--- src/rtl/timer_pkg.sv ---
// Shared types and constants for the preset timer loader: FSM states, the BCD
// entry buffer layout and the keypad digit limits.
package timer_pkg;

  localparam int unsigned BCD_MAX      = 9;
  localparam int unsigned SEC_TENS_MAX = 5;
  localparam int unsigned MAX_DIGITS   = 4;
  localparam int unsigned DIGIT_W      = 4;
  localparam int unsigned CNT_W        = 3;

  typedef enum logic [2:0] {
    IDLE,
    ENTRY,
    LOAD,
    RUN,
    DONE
  } state_t;

  // Four-digit preset, most significant (tens of minutes) first
  typedef struct packed {
    logic [DIGIT_W-1:0] m10;
    logic [DIGIT_W-1:0] m1;
    logic [DIGIT_W-1:0] s10;
    logic [DIGIT_W-1:0] s1;
  } bcd_buf_t;

  function automatic logic digit_ok(input logic [DIGIT_W-1:0] code);
    return code <= DIGIT_W'(BCD_MAX);
  endfunction

endpackage

--- src/rtl/timer_preset_loader_tick_gen.sv ---
// Countdown tick divider: one-cycle tick every TICK_DIV enabled clocks,
// synchronous restart clears the count.
module tick_gen #(
  parameter int unsigned TICK_DIV = 100000000
) (
  input  logic clk,
  input  logic clrn,
  input  logic enable,
  input  logic restart,
  output logic tick
);

  localparam int unsigned CW = $clog2(TICK_DIV);

  logic [CW-1:0] cnt;

  always_ff @(posedge clk or negedge clrn) begin
    if (!clrn) begin
      cnt  <= '0;
      tick <= 1'b0;
    end else if (restart) begin
      cnt  <= '0;
      tick <= 1'b0;
    end else if (enable) begin
      if (cnt == CW'(TICK_DIV - 1)) begin
        cnt  <= '0;
        tick <= 1'b1;
      end else begin
        cnt  <= cnt + CW'(1);
        tick <= 1'b0;
      end
    end else begin
      tick <= 1'b0;
    end
  end

endmodule

--- src/rtl/timer_preset_loader.sv ---
// Keypad preset entry and load/run sequencing for a BCD countdown chain.
// Optional build macro SEC_CLAMP_EN clamps seconds above 59 to 59 on load.
module timer_preset_loader
  import timer_pkg::*;
#(
  parameter int unsigned TICK_DIV = 100000000
) (
  input  logic               clk,
  input  logic               clrn,
  input  logic               key_valid,
  input  logic [DIGIT_W-1:0] key_code,
  input  logic               key_start,
  input  logic               key_clear,
  input  logic               timer_zero,
  output logic [DIGIT_W-1:0] data_s1,
  output logic [DIGIT_W-1:0] data_s10,
  output logic [DIGIT_W-1:0] data_m1,
  output logic [DIGIT_W-1:0] data_m10,
  output logic               loadn,
  output logic               en,
  output logic [CNT_W-1:0]   digit_cnt,
  output logic               running,
  output logic               done
);

  state_t           state, state_nx;
  bcd_buf_t         bcd, bcd_nx, base_buf;
  logic [CNT_W-1:0] cnt_nx, base_cnt;
  logic             tick;

  // Next state, buffer and digit count
  always_comb begin
    state_nx = state;
    bcd_nx   = bcd;
    cnt_nx   = digit_cnt;
    base_buf = (state == DONE) ? '0 : bcd;
    base_cnt = (state == DONE) ? '0 : digit_cnt;
    if (key_clear) begin
      state_nx = IDLE;
      bcd_nx   = '0;
      cnt_nx   = '0;
    end else begin
      unique case (state)
        IDLE, ENTRY, DONE: begin
          if (key_valid) begin
            // A digit from DONE starts a fresh entry; start is dropped when a key arrives
            if (digit_ok(key_code) && (base_cnt < CNT_W'(MAX_DIGITS))) begin
              state_nx   = ENTRY;
              bcd_nx.m10 = base_buf.m1;
              bcd_nx.m1  = base_buf.s10;
              bcd_nx.s10 = base_buf.s1;
              bcd_nx.s1  = key_code;
              cnt_nx     = base_cnt + CNT_W'(1);
            end
          end else if (key_start && (state == ENTRY) && (digit_cnt != '0)) begin
            state_nx = LOAD;
`ifdef SEC_CLAMP_EN
            if (bcd.s10 > DIGIT_W'(SEC_TENS_MAX)) begin
              bcd_nx.s10 = DIGIT_W'(SEC_TENS_MAX);
              bcd_nx.s1  = DIGIT_W'(BCD_MAX);
            end
`endif
          end
        end
        LOAD:    state_nx = RUN;
        RUN:     if (timer_zero) state_nx = DONE;
        default: state_nx = IDLE;
      endcase
    end
  end

  always_ff @(posedge clk or negedge clrn) begin
    if (!clrn) begin
      state     <= IDLE;
      bcd       <= '0;
      digit_cnt <= '0;
      loadn     <= 1'b1;
      running   <= 1'b0;
      done      <= 1'b0;
    end else begin
      state     <= state_nx;
      bcd       <= bcd_nx;
      digit_cnt <= cnt_nx;
      loadn     <= (state_nx != LOAD);
      running   <= (state_nx == RUN);
      done      <= (state_nx == DONE);
    end
  end

  tick_gen #(.TICK_DIV(TICK_DIV)) u_tick_gen (
    .clk     (clk),
    .clrn    (clrn),
    .enable  (state == RUN),
    .restart (state != RUN),
    .tick    (tick)
  );

  assign data_m10 = bcd.m10;
  assign data_m1  = bcd.m1;
  assign data_s10 = bcd.s10;
  assign data_s1  = bcd.s1;

  // Gated by timer_zero so the chain never steps past zero on the final cycle
  assign en = (state == LOAD) | ((state == RUN) & tick & ~timer_zero);

endmodule

--- config.mk ---
export PLATFORM = sky130hd
export DESIGN_NAME = timer_preset_loader
export DESIGN_NICKNAME = d
export VERILOG_FILES = /design/src/rtl/timer_pkg.sv /design/src/rtl/timer_preset_loader_tick_gen.sv /design/src/rtl/timer_preset_loader.sv
export SDC_FILE = /design/constraint.sdc
export NUM_CORES = 1
export LEC_CHECK = 0
export ABC_AREA = 1
export CORE_MARGIN = 8
export CORE_UTILIZATION = 42
export CTS_CLUSTER_DIAMETER = 150
export DETAILED_ROUTE_END_ITERATION = 10
export GPL_TIMING_DRIVEN = 0
export REMOVE_ABC_BUFFERS = 1
export SLEW_MARGIN = 10
export SYNTH_ARGS = -nofsm -noshare
export SYNTH_HDL_FRONTEND = slang
export SYNTH_SLANG_ARGS = --single-unit
--- constraint.sdc ---
create_clock -name clk -period 3.53 [get_ports clk]
set_input_delay 0.706 -clock clk [delete_from_list [all_inputs] [get_ports clk]]
set_output_delay 0.706 -clock clk [all_outputs]
set_load 0.005 [all_outputs]
; ---- After elaboration in Yosys (flattened, before gate mapping)
; Index checks and enable logic that the tools add are counted.
[word_totals]
latchBits = 0
input_bits = 10
ramBits = 0
output_inout_bits = 23
ff_bits = 53
rom_bits = 0
mem_count = 0
[op_classes]
n_bitwise = 4
n_mul = 0
n_eq_ne = 9
order_cmp = 2
n_reduce_logical = 11
n_shift = 0
muxes = 22
n_addsub = 2
div_mod_pow = 0
[op_table]
columns = cell, count
row1 = $mux W27, 3
row2 = $mux W16, 4
row3 = $mux W3, 10
row4 = $add A27 B1 Y27 const B, 1
row5 = $eq A27 B27 Y1 const B, 1
row6 = $mux W12, 1
row7 = $eq A3 B2 Y1 const B, 3
row8 = $pmux W3 S3, 1
row9 = $reduce_bool A2 Y1, 4
row10 = $eq A3 B3 Y1 const B, 2
row11 = $ne A3 B2 Y1 const B, 2
row12 = $le A4 B4 Y1 const B, 1
row13 = $add A3 B1 Y3 const B, 1
row14 = $eq A3 B1 Y1 const B, 1
row15 = $logic_and A1 B1 Y1, 3
row16 = $logic_not A3 Y1, 1
row17 = $lt A3 B3 Y1 const B, 1
row18 = $mux W1, 3
row19 = $reduce_and A3 Y1, 1
row20 = $reduce_bool A3 Y1, 1
row21 = $reduce_or A3 Y1, 1
row22 = $and A1 B1 Y1, 2
row23 = $not A1 Y1, 1
row24 = $or A1 B1 Y1, 1

; ---- Logic depth before layout (Yosys ltp)
; Gate-level depths: netlist of the first run.
[logic_depth]
word_depth = 9
mapped_depth = 9
depth_no_buf = 9

; ---- By module
; A second synthesis of the first run with hierarchy kept.
[unflattened]
hier_cells = 427
hier_area_um2 = 3105.5
[by_module_without_submodules]
columns = mod, cells_each, seq_area_each_um2, area_per_inst_um2, instances
row1 = tick_gen, 267, 700.7, 1798.0, 1
row2 = timer_preset_loader, 160, 626.9, 1307.5, 1

; ---- Worst setup path before layout of the first run
; OpenSTA, ideal clock, no wires.
[synth_timing]
path_type = input-to-output
start = input timer_zero
end = output en
setup_slack_ps = 1895
stages = 3
t_arrival_ps = 929
required_time_ps = 2824
path_cell_list = nand2_1 > nand2_1 > nor2_1
[synth_between]
elab_chain_len = 3
[synth_lines]
columns = element, line
row1 = start: declaration, timer_preset_loader.sv:14  ; input logic timer_zero,
row2 = $not A1 Y1, timer_preset_loader.sv:104  ; assign en = (state == LOAD) | ((state == RUN) & tick & ~timer_zero);
row3 = $and A1 B1 Y1, timer_preset_loader.sv:104
row4 = $or A1 B1 Y1, timer_preset_loader.sv:104
row5 = end: declaration, timer_preset_loader.sv:20  ; output logic en,
; Every way passes these cells.

; ---- Worst setup path in the final report of the first run
; Same ends and word-level chain as after synthesis.

==> results of run 1 <==
==> registers in the layout (all words and copies together), names as in the netlist, 3 cells and up <==
name,cells
u_tick_gen.cnt,27
data_m10,4
data_m1,4
data_s10,4
data_s1,4
digit_cnt,3
state,3
==> cells in the final DEF (no fill, tap or decap), drive strengths merged <==
| cell type | n |
|---|---|
| clkbuf | 6 |
| nand2 | 112 |
| clkinvlp | 1 |
| ha | 2 |
| buf | 2 |
| dfrtp | 52 |
| inv | 35 |
| nand3 | 40 |
| xnor2 | 5 |
| o21ai | 16 |
| a21oi | 3 |
| nand2b | 1 |
| clkdlybuf4s50 | 31 |
| nand4 | 5 |
| bufinv | 1 |
| nor3 | 3 |
| xor2 | 10 |
| nor2 | 87 |
| a22oi | 1 |
| dfstp | 1 |
==> where the power goes <==
part / leakage, nW / switching (mW) / internal (mW)
Sequential: 0.732 / 0.00827 / 0.617
Combinational: 0.581 / 0.0478 / 0.0379
Clock: 0.0574 / 0.203 / 0.231
==> cell type report <==
class / instances / area [um^2] / share of cell area (%)
well taps: 80 / 100 / 2.98
clock inverters: 2 / 37.5 / 1.12
flip-flops and latches: 53 / 1330 / 39.5
repair buffers: 33 / 335 / 9.98
inverters: 35 / 131 / 3.91
clock buffers: 6 / 82.6 / 2.46
multi-input cells: 285 / 1350 / 40.1
==> worst max path at each step <==
stage | to | slack (ps) | depth (start not counted)
global route | en | 860 | 5
CTS | en | 920 | 5
detailed placement | en | 930 | 5
finish | en | 940 | 5
floorplan | data_m10[0]$_DFFE_PN0P_ | 1850 | 6
global placement | data_s1[0]$_DFFE_PN0P_ | 60 | 1
==> kinds of logic (layout without fill, tap and decap cells) <==
group,count (synthesis),count (layout)
compound gates,20,20
xor+xnor,15,15
fa+ha+maj,2,2
buf+inv,42,76
flops,53,53
simple gates,248,248
==> metal layers <==
metal	wire length, um	vias to the layer above
li1	-	1256
met1	3170	1141
met2	3100	44
met3	258	9
met4	102	0
met5	0	-
==> run_results.csv, run 1 <==
group,metric,value,unit
yosys,yosys_warning_count,0,
detailed_routing,drtIter0Drc,96,
yosys,synthCells,380,
setup_path,reg2reg_launch_point,"state[1]$_DFF_PN0_",
place,placed_cell_area,3240,um^2
place,routabilityCongestion,0.903,
global_routing,grt_start_max_net_pins,32,
cells_and_area,layout.nets,425,
clocking,cts.root.buffer_cell,"sky130_fd_sc_hd__clkbuf_8",
min_path,class_of_the_worst_hold_path,"in2async",
global_routing,grt-busiest-layer,"met2",
yosys,synthesis_stage_register_bit_count,53,
yosys,yosys-top-cells-area,"sky130_fd_sc_hd__dfrtp_1 (46%), sky130_fd_sc_hd__nand2_1 (14%), sky130_fd_sc_hd__nor2_1 (11%)",
sta,hold_ws,444,ps
run_status,outcome,"complete, no violations",
cells_and_area,filler_cell_count,689,
clocking,tritoncts,"yes",
detailed_routing,remaining_drc_errors,0,
yosys,synth_compound_gate_area_share,4.91,%
sta,fin_setup_tns,0,ps
yosys,muxShareOfSynthArea,0,%
cells_and_area,finish.utilization,50.3,%
floorplan,floorplan.initialDensity,42.8,%
floorplan,placeableCoreArea,6680,um^2
cells_and_area,area_growth,17.7,%
floorplan,die_h,98.5,um
setup_path,critical_path.reg2reg.endpoint,"data_m1[1]$_DFFE_PN0P_",
clocking,cts_made_buffers,5,
clocking,cts_max_level,2,
yosys,synthDominantCellAreaShare,45.6,%
yosys,synthArstFlopShare,100,%
pwr,total_power,1.15,mW
clocking,clk-insertion-delay-late,300,ps
clocking,clk_pin_slew,100,ps
sta,timing.max_slew.rel_slack,47.5,%
cells_and_area,layout.cell_area.non_filler,3360,um^2
run,timing.max_cap.violations,0,
clocking,number_of_instances_resized_during_post_cts_repair,0,
global_routing,grt_pass1_wl,11.2,mm
setup_path,reg_to_reg_setup_timing_slack,1650,ps
yosys,largest_family_of_logic_cells_by_synthesized_area,"simple AND/OR/NAND/NOR gates",
setup_path,worst_setup_path_startpoint,"timer_zero",
place,dp_cells,486,
sta,layout_worst_path_cycle_share,73.4,%
cells_and_area,num_antenna_cells,0,
global_routing,groute.usage.overall,14.1,%
global_routing,grt_util_met2,22.7,%
detailed_routing,drt-wirelength-per-cell,13.4,um
pwr,irDropWorstVdd,0.127,mV
yosys,portion_of_the_post_synthesis_area_used_by_sequential_elements,46.5,%
setup_path,criticalPathCategory,"in2out",
yosys,adder_cell_fraction_of_synth_area,0.876,%
detailed_routing,dr_total_vias,2450,
floorplan,chipWidth,98.5,um
sta,finalClockSkew,4.81,ps
detailed_routing,via_per_inst,4.96,
setup_path,required_worst_endpoint,2820,ps
global_routing,grt_overflow,0,
place,detailedPlacementHpwl,4.99,mm
sta,rsz_0062_raised_after_global_routing,"false",
cells_and_area,layout-drive-gt1-share,9.42,%
place,place_ws,934,ps
clocking,cts_num_sinks,53,
sta,post-route-worst-setup-slack,940,ps
global_routing,grt_antenna_before_repair,0,
yosys,number_of_enable_flip_flop_cells_after_synthesis,0,
yosys,synthTopCellsByCount,"sky130_fd_sc_hd__nand2_1 (104), sky130_fd_sc_hd__nor2_1 (81), sky130_fd_sc_hd__dfrtp_1 (52)",
yosys,yosys.area.top_type,"sky130_fd_sc_hd__dfrtp_1",
setup_path,critical-path-slowest-cell,"sky130_fd_sc_hd__clkdlybuf4s50_1",
yosys,post_synth_instance_area,2860,um^2
clocking,cts_post_setup_buffers_inserted,0,
setup_path,worstPathCellList,"clkdlybuf4s50_1 > nand2_1 > nand2_1 > nor2_1 > clkdlybuf4s50_1",
setup_path,worst_ep_arrival_time,1880,ps
detailed_routing,ant_nets,0,
sta,worstMarginPinSlew,785,ps
yosys,primary_flip_flop_cell_chosen_by_synthesis_mapping,"sky130_fd_sc_hd__dfrtp_1",
pwr,p_leak,1.37,nW
floorplan,boundaryPins,33,
setup_path,timing.reg2reg.worst_path_depth,8,
pwr,power-per-cell-area,341,nW/um^2
setup_path,worst_setup_path_end_kind,"output port",
yosys,post_synth_and_or_nand_nor_area_fraction,36.7,%
floorplan,rows,30,
yosys,synthXorXnorAreaFrac,4.60,%
yosys,post_synth.cell_area_avg,7.52,um^2
global_routing,grt_util_met3,3.45,%
global_routing,vias_in_the_first_global_route,2401,
place,placement.io_buffers,32,
setup_path,crit_path_max_incr_delay,510,ps
global_routing,globalRouteMet1Util,18.0,%
floorplan,dieArea,9700,um^2
setup_path,crit_path_max_fanout,3,
clocking,ctsHoldBuffers,0,
detailed_routing,route.final.wire_length,6.63,mm
setup_path,critPathLaunchType,"input port",
cells_and_area,stdcell_count,494,
sta,fin_crit,2590,ps
sta,setup-violations-final,0,
sta,timing_hold_violations_final,0,
yosys,ys_types,25,
setup_path,path_buf_inv,2,
yosys,yosysMostFrequentCell,"sky130_fd_sc_hd__nand2_1",
sta,timing.fmax,0.386,GHz
sta,slew_viol_final,0,
clocking,clock_path_buffers,2,
setup_path,cpLargestDelayFamily,"buffers and inverters",
detailed_routing,dr.pass1.iters,4,
Power figures use the tool's default switching activity.
==> run 2: changes to the inputs <==
==> constraint.sdc (replaced) <==
create_clock -name clk -period 2.5 [get_ports clk]
set_input_delay 0.5 -clock clk [delete_from_list [all_inputs] [get_ports clk]]
set_output_delay 0.5 -clock clk [all_outputs]
set_load 0.005 [all_outputs]
==> results of run 2 <==
Same layout as run 1 (identical final DEF). Status: complete, no violations.
Main changes from that run: setup slack after placement 934 ps -> 288 ps; setup slack after layout 940 ps -> 322 ps; hold slack 444 ps -> 238 ps; register-to-register setup slack 1650 ps -> 620 ps; total power 1.15 mW -> 1.62 mW; worst IR drop on VDD 0.127 mV -> 0.180 mV
==> run 3: changes to the inputs <==
--- a/config.mk
+++ b/config.mk
@@ -11,6 +11,7 @@
 export CTS_CLUSTER_DIAMETER = 150
 export DETAILED_ROUTE_END_ITERATION = 10
 export GPL_TIMING_DRIVEN = 0
+export HOLD_SLACK_MARGIN = 0.05
 export REMOVE_ABC_BUFFERS = 1
 export SLEW_MARGIN = 10
 export SYNTH_ARGS = -nofsm -noshare
==> results of run 3 <==
Same layout as run 1 (identical final DEF). Status: complete, no violations.
Main changes from that run: setup slack after placement 934 ps -> 288 ps; setup slack after layout 940 ps -> 322 ps; hold slack 444 ps -> 238 ps; register-to-register setup slack 1650 ps -> 620 ps; total power 1.15 mW -> 1.62 mW; worst IR drop on VDD 0.127 mV -> 0.180 mV
